[src/rtl/cache_ctrl.sv]
// Direct-mapped, write-back, write-allocate cache controller between the CPU
// load/store port and a word-wide data RAM with one cycle of read latency.
module cache_ctrl #(
  parameter int OFFSET_WIDTH = 2,
  parameter int INDEX_WIDTH  = 2
) (
  input  logic        clk,
  input  logic        rst,
  input  logic        cpu_req,
  input  logic        cpu_we,
  input  logic [31:0] cpu_addr,
  input  logic [31:0] cpu_din,
  output logic [31:0] cpu_dout,
  output logic        cpu_ack,
  output logic        mem_we,
  output logic [31:0] mem_addr,
  output logic [31:0] mem_din,
  input  logic [31:0] mem_dout,
  output logic [31:0] stat_hit,
  output logic [31:0] stat_miss
);

  localparam int LINE_WORDS = 1 << OFFSET_WIDTH;
  localparam int LINES      = 1 << INDEX_WIDTH;
  localparam int TAG_WIDTH  = 32 - OFFSET_WIDTH - INDEX_WIDTH;
  localparam int K_WIDTH    = OFFSET_WIDTH + 1;

  typedef enum logic [1:0] {IDLE, WB, FILL, ACK} state_t;

  state_t r_state;
  state_t w_state_next;

  logic [LINES-1:0]     r_valid;
  logic [LINES-1:0]     r_dirty;
  logic [TAG_WIDTH-1:0] r_tag  [LINES];
  logic [31:0]          r_data [LINES][LINE_WORDS];
  logic [K_WIDTH-1:0]   r_k;
  logic [31:0]          r_dout;
  logic [31:0]          r_hit;
  logic [31:0]          r_miss;

  logic [OFFSET_WIDTH-1:0] w_off;
  logic [INDEX_WIDTH-1:0]  w_idx;
  logic [TAG_WIDTH-1:0]    w_tag;
  logic                    w_hit;
  logic                    w_victim_dirty;
  logic [OFFSET_WIDTH-1:0] w_k_off;
  logic [OFFSET_WIDTH-1:0] w_kprev_off;
  logic                    w_wb_last;
  logic                    w_fill_done;
  logic                    w_lookup;

  assign w_off          = cpu_addr[OFFSET_WIDTH-1:0];
  assign w_idx          = cpu_addr[OFFSET_WIDTH +: INDEX_WIDTH];
  assign w_tag          = cpu_addr[31 -: TAG_WIDTH];
  assign w_hit          = r_valid[w_idx] && (r_tag[w_idx] == w_tag);
  assign w_victim_dirty = r_valid[w_idx] && r_dirty[w_idx];
  assign w_k_off        = r_k[OFFSET_WIDTH-1:0];
  assign w_kprev_off    = OFFSET_WIDTH'(r_k - K_WIDTH'(1));
  assign w_wb_last      = (r_k == K_WIDTH'(LINE_WORDS - 1));
  assign w_fill_done    = (r_k == K_WIDTH'(LINE_WORDS));
  assign w_lookup       = (r_state == IDLE) && cpu_req;

  assign cpu_ack   = (r_state == ACK);
  assign cpu_dout  = r_dout;
  assign stat_hit  = r_hit;
  assign stat_miss = r_miss;

  always_ff @(posedge clk or posedge rst) begin
    if (rst) r_state <= IDLE;
    else     r_state <= w_state_next;
  end

  // Memory-side outputs are decoded from state so reset silences them at once.
  always_comb begin
    w_state_next = r_state;
    mem_we       = 1'b0;
    mem_addr     = '0;
    mem_din      = '0;
    case (r_state)
      IDLE: begin
        if (cpu_req) begin
          if (w_hit)               w_state_next = ACK;
          else if (w_victim_dirty) w_state_next = WB;
          else                     w_state_next = FILL;
        end
      end
      WB: begin
        mem_we   = 1'b1;
        mem_addr = {r_tag[w_idx], w_idx, w_k_off};
        mem_din  = r_data[w_idx][w_k_off];
        if (w_wb_last) w_state_next = FILL;
      end
      FILL: begin
        if (w_fill_done) w_state_next = ACK;
        else             mem_addr     = {w_tag, w_idx, w_k_off};
      end
      ACK:     w_state_next = IDLE;
      default: w_state_next = IDLE;
    endcase
  end

  always_ff @(posedge clk or posedge rst) begin
    if (rst) begin
      r_k     <= '0;
      r_valid <= '0;
      r_dirty <= '0;
      r_dout  <= '0;
      r_hit   <= '0;
      r_miss  <= '0;
      for (int unsigned i = 0; i < LINES; i++) r_tag[i] <= '0;
    end else begin
      case (r_state)
        IDLE: begin
          r_k <= '0;
          if (cpu_req) begin
            if (w_hit) begin
              r_hit <= r_hit + 32'd1;
              if (cpu_we) r_dirty[w_idx] <= 1'b1;
              else        r_dout         <= r_data[w_idx][w_off];
            end else begin
              r_miss <= r_miss + 32'd1;
            end
          end
        end
        WB: r_k <= w_wb_last ? '0 : r_k + K_WIDTH'(1);
        FILL: begin
          if (w_fill_done) begin
            r_k            <= '0;
            r_tag[w_idx]   <= w_tag;
            r_valid[w_idx] <= 1'b1;
            r_dirty[w_idx] <= cpu_we;
            // The last word is still on mem_dout this cycle, not yet in the array.
            if (!cpu_we) r_dout <= (w_off == '1) ? mem_dout : r_data[w_idx][w_off];
          end else begin
            r_k <= r_k + K_WIDTH'(1);
          end
        end
        default: ;
      endcase
    end
  end

  // A write merged on the final fill cycle is ordered after the capture, so it wins.
  always_ff @(posedge clk) begin
    if (w_lookup && w_hit && cpu_we)
      r_data[w_idx][w_off] <= cpu_din;
    if (r_state == FILL && r_k != '0) begin
      r_data[w_idx][w_kprev_off] <= mem_dout;
      if (w_fill_done && cpu_we)
        r_data[w_idx][w_off] <= cpu_din;
    end
  end

endmodule

[config.mk]
export PLATFORM = sky130hd
export DESIGN_NAME = cache_ctrl
export DESIGN_NICKNAME = d
export VERILOG_FILES = /design/src/rtl/cache_ctrl.sv
export SDC_FILE = /design/constraint.sdc
export NUM_CORES = 1
export LEC_CHECK = 0
export ABC_AREA = 1
export BUFFER_PORTS_ARGS = -buffer_cell sky130_fd_sc_hd__buf_2
export CORE_MARGIN = 2
export CORE_UTILIZATION = 60
export DETAILED_ROUTE_END_ITERATION = 10
export PLACE_DENSITY = 0.83
export SLEW_MARGIN = 15
export SYNTH_ARGS = -nofsm -noshare
export SYNTH_HDL_FRONTEND = slang
export SYNTH_SLANG_ARGS = --single-unit
[constraint.sdc]
create_clock -name clk -period 12.2 [get_ports clk]
set_clock_uncertainty 0.1 [all_clocks]
set_input_delay 1.22 -clock clk [delete_from_list [all_inputs] [get_ports clk]]
set_output_delay 1.22 -clock clk [all_outputs]
set_load 0.01 [all_outputs]
* After elaboration in Yosys (flattened, before gate mapping)
Memory sizes are Yosys's and may differ from the RTL's.
Index checks and enable logic that the tools add are counted.
W data, S select, Z words.
** Storage, ports and cells
- Input port bits :: 100
- Logic and storage cells :: 634
- Memories :: 1
- Bits in writable memories :: 512
- Output and inout bits :: 162
- Register bits after elaboration :: 221
** Memories
- r_data :: words 4, bits a word 128, rd ports 1, clocked after memory_dff 0, wr ports 1, RTL line 36 : logic [31:0] r_data [LINES][LINE_WORDS];
** Operators by class
- Bitwise logic cells :: 263
- $lt $le $gt $ge :: 9
- Equality and inequality tests :: 14
- Reductions and logical operators :: 21
- Muxes and demuxes :: 311
- $add $sub $neg :: 4
** Operators by type and width (count)
- $mux W32 :: 14
- $mux W128 :: 3
- $mux W1 :: 264
- $or A1 B1 Y1 :: 256
- $bmux W32 S2 :: 2
- $demux W32 S2 :: 2
- $pmux W32 S2 :: 2
- $bwmux W112 :: 1
- $mux W28 :: 3
- $add A32 B1 Y32 const B :: 2
- $bmux W28 S2 :: 1
- $demux W28 S2 :: 1
- $eq A28 B28 Y1 :: 1
- $mux W4 :: 4
- $ne A2 B2 Y1 const B :: 7
- $ge A3 B3 Y1 const B :: 4
- $not A2 Y3 :: 4
- $logic_and A1 B1 Y1 :: 11
- $mux W2 :: 5
- $lt A3 B1 Y1 const B :: 3
- $pmux W3 S3 :: 1
- $reduce_and A3 Y1 :: 3
- $or A4 B4 Y4 :: 2
- $pmux W2 S4 :: 1
- other kinds (20) :: 25

* Depth between registers and ports, before layout
- Depth in word-level cells :: 12
- Gate-level depth with buffers :: 21
- Depth with buffers taken out :: 18

* Worst setup path before layout
No wires, ideal clock.
- Path type :: input to register
- From :: input port cpu_addr[3]
- To :: memory r_data[0][64] (netlist bit), enable pin
- Arrival :: 4.246 ns
- Data required time :: 11.668 ns
- Stages on the path :: 16
- Path buffers :: 3
- Path slack :: 7.422 ns
- Cell sequence :: buf_4 > inv_2 > buf_6 > buf_4 > nand2_1 > nand2_1 > nand2_1 > nand2_1 > nand2_1 > nor2_1 > nand2_1 > nor2_4 > nand2_4 > nor2_8 > nand3_1 > a21oi_1
** Between the ends
- Cells in the longest elaborated chain, start to end :: 12
** Ends and longest elaborated chain
- start: declaration :: RTL line 11 : input logic [31:0] cpu_addr,
- $not A2 Y3 (not written as such) :: RTL line 56 : assign w_hit = r_valid[w_idx] && (r_tag[w_idx] == w_tag);
- $bmux W28 S2 :: RTL line 56
- $mux W28 (not written as such) (2 in a row) :: RTL line 56
- $eq A28 B28 Y1 :: RTL line 56
- $logic_and A1 B1 Y1 :: RTL line 56
- $logic_and A1 B1 Y1 (2 in a row) :: RTL line 146 : if (w_lookup && w_hit && cpu_we)
- $mux W1 :: RTL line 146
- $mux W128 (not written as such) :: RTL line 147 : r_data[w_idx][w_off] <= cpu_din;
- $or A1 B1 Y1 (no source line) (2 in a row)
- end: declaration :: RTL line 36
Several ways; a longest one is shown, not always the timed one. The select of a mux whose other input is x is not followed.

* Worst setup path after layout
- From :: input port cpu_addr[3]
- To :: memory r_data[1][20] (netlist bit), enable pin
The elaborated chain is that of the path after synthesis.

==> impl_metrics.py <==
metrics = {
    "status": {
        "run_status": "complete, no violations",
    },
    "routing": {
        "dr_total_vias": 27700,
        "remaining_drc_errors": 0,
        "drt.antenna.violating_nets": 0,
        "route.final.wire_length_um": 99300,
        "drt_iter0_markers": 3795,
        "routed_via_density": 6.26,
        "detail_route.first_pass.iterations": 6,
        "routedWlPerCell_um": 22.5,
    },
    "global_routing": {
        "grt_antenna_before_repair": 7,
        "first_global_vias": 26100,
        "grt_start_max_net_pins": 141,
        "globalRouteTotalUtil": 0.341,
        "global_route.overflow_total": 0,
        "grt_pass1_wl_um": 148000,
    },
    "synthesis": {
        "synthesis.area_per_instance_um2": 9.84,
        "synth_seq_area_share": 0.623,
        "yosysWarningCount": 0,
        "synth.largest_area_cell": "edfxtp_1",
        "synthDistinctLibCells": 49,
        "synth_most_common_cell": "nand2_1",
        "yosys-top-cells-count": "nand2_1, edfxtp_1, o21ai_0",
        "synth_largest_type_area_fraction": 0.458,
        "synth_flop_cell": "edfxtp_1",
        "syn_inst": 3408,
        "netlist_top_cells_area": "edfxtp_1, dfrtp_1, nand2_1",
        "netlist_area_um2": 33600,
        "syn-num-nets": 3521,
        "async_flop_share": 0.302,
        "synth-edff-count": 512,
        "ys_seq_elements": 733,
    },
    "timing": {
        "setup_tns_ns": 0,
        "worst_margin_pin_slew_ns": 1.15,
        "hold_vio_cnt_final": 0,
        "achievable-frequency_ghz": 0.146,
        "hold_ws_ns": 0.363,
        "finalCriticalPeriod_ns": 6.85,
        "setup_viol": 0,
        "timing.final.crit_share": 0.561,
        "rsz0062_at_grt": "no",
        "timing.slew.headroom": 0.234,
        "final-max-slew-violation-count": 0,
    },
    "clock_network": {
        "clk_slew_on_worst_s_h_paths_ns": 0.06,
        "cts_inserted_buffers": 75,
        "clock_tree_from_tritoncts": "yes",
        "clock-root-buffer": "clkbuf_16",
        "cts-resized-gates": 0,
        "clk_latency_ns": 0.62,
        "cts_sinks": 733,
        "htreeDepth": 3,
        "post-cts-setup-buffers": 0,
        "cts_max_path_buffers": 3,
        "cts_hold_buffers": 0,
    },
    "die": {
        "die_h_um": 240,
        "initial_core_utilization": 0.608,
        "io-pin-count": 262,
        "die_w_um": 240,
        "placeableCoreArea_um2": 55200,
        "core.rowCount": 86,
        "die_area_um2": 57800,
    },
    "worst_setup_path": {
        "cp_max_fo": 71,
        "worstSetupEndpointType": "flip-flop",
        "worst_ep_required_time_ns": 12.35,
        "critical_path_startpoint_category": "input port",
        "worst-setup-path-type": "in -> reg",
        "worstPathArrival_ns": 7.00,
    },
    "power_and_ir_drop": {
        "static-leakage-power_nw": 15.7,
        "power_density_nw_per_um2": 165,
        "irDropWorstVdd_mv": 0.151,
    },
    "layout": {
        "num-nets-final": 3712,
        "layout_cell_share_with_drive_strength_beyond_1": 0.128,
        "flow.area_growth_from_synthesis_pct": 13.4,
    },
    "place": {
        "place_hpwl_um": 58400,
        "gp_congestion": 0.958,
        "port_buffers": 261,
    },
    "run": {
        "max_capacitance_violation_count": 0,
    },
    "worst_hold_path": {
        "worstHoldPathType": "reg -> reg",
    },
}
## area by class of cell
type                            count  area [µm²]
Antenna cell                        8        20.0
Clock buffer                      112        2140
Clock inverter                     28         290
Fill cell                        4023       17200
Inverter                          170         651
Multi-Input combinational cell   2315       11400
Sequential cell                   733       20900
Tap cell                          748         936
Timing Repair Buffer              304        1650
## layout by cell type, fill, tap and decap left out, types with 13 or more instances in the layout
cell type	count
o21ai_0	276
xor2_1	42
dfrtp_1	220
a21oi_4	16
nand3_1	130
nor4_1	13
nor2_1	117
o21ai_1	37
a22oi_1	172
clkinv_2	15
o22ai_1	35
buf_4	42
nand4_1	40
edfxtp_1	512
and2_1	14
o211ai_1	39
clkbuf_1	26
buf_2	261
inv_1	158
nand2_1	1145
a21oi_1	108
nor3_1	23
xnor2_1	15
clkbuf_16	76
## layer usage
layer / wire, µm / GRT usage / vias up
met5: 26 / 0 / -
met3: 12700 / 0.0851 / 395
met1: 35600 / 0.446 / 13000
li1: - / - / 12300
met4: 5170 / 0.169 / 4
met2: 45700 / 0.533 / 1997
## flip-flops by register name (all words and copies together), names as in the netlist
signal     cells
r_data       512
r_tag        112
cpu_dout      32
stat_hit      32
stat_miss     32
r_dirty        4
r_valid        4
r_k            3
r_state        2
## path summary, 6_finish.rpt
path	start	endpoint	slack (ns)	cells past startpoint
setup / recovery	cpu_addr[3]	r_data[1][20]	5.35	18
hold reg to reg	r_valid[3]	r_valid[3]	0.36	2
hold / removal	r_valid[3]	r_valid[3]	0.36	2
max in group asynchronous	rst	cpu_dout[28]	9.97	4
min in group asynchronous	rst	stat_hit[31]	0.74	2
setup reg to reg	r_k[0]	r_data[2][60]	6.51	12
## critical path, cell delays in order
cell and delay (ns):
buf_2 0.32, inv_2 0.59, nand2_2 0.44, inv_4 0.71, buf_4 0.81, nand2_1 0.11, nand2_1 0.10, nor2_1 0.09
nand2_1 0.07, nand2_1 0.05, nor2_1 0.10, nand3_1 0.11, nor2_2 0.19, nand2_4 0.11, nor2_8 0.34, nand3_1 0.40
a21oi_4 0.58, buf_4 0.55
## stage by stage
| step | power (mW) | std cells | instance area, µm² | util | setup slack, ns |
|---|---|---|---|---|---|
| final | 6.28 | 4418 | 38000 | 0.689 | 5.35 |
| after global routing | 6.49 | 4412 | 38000 | 0.689 | 5.12 |
| after CTS | 6.26 | 4409 | 38000 | 0.688 | 5.47 |
| after detailed placement | 4.03 | 4269 | 35600 | 0.644 | 4.84 |
| after global placement | 4.00 | 4269 | 35600 | 0.644 | 4.87 |
| after floorplan | 3.58 | 3408 | 33600 | - | 4.83 |
## report_power, final
group	switching, mW	internal [mW]
clock	0.968	1.29
combinational	0.858	0.334
sequential	0.0606	2.77
total	1.89	4.40
## kinds of logic (layout without fill, tap and decap cells)
family | after synthesis | in the layout | share of synthesized area
AO/OA/AOI/OAI | 734 | 734 | 0.132
XOR/XNOR | 57 | 57 | 0.0149
adder cells (fa/ha/maj) | 13 | 13 | 0.00485
buffers and inverters | 360 | 614 | 0.0429
flip-flops | 733 | 733 | 0.623
other | 0 | 8 | 0
AND/OR/NAND/NOR | 1511 | 1511 | 0.183
No activity file was read; power rests on OpenSTA's default activity.
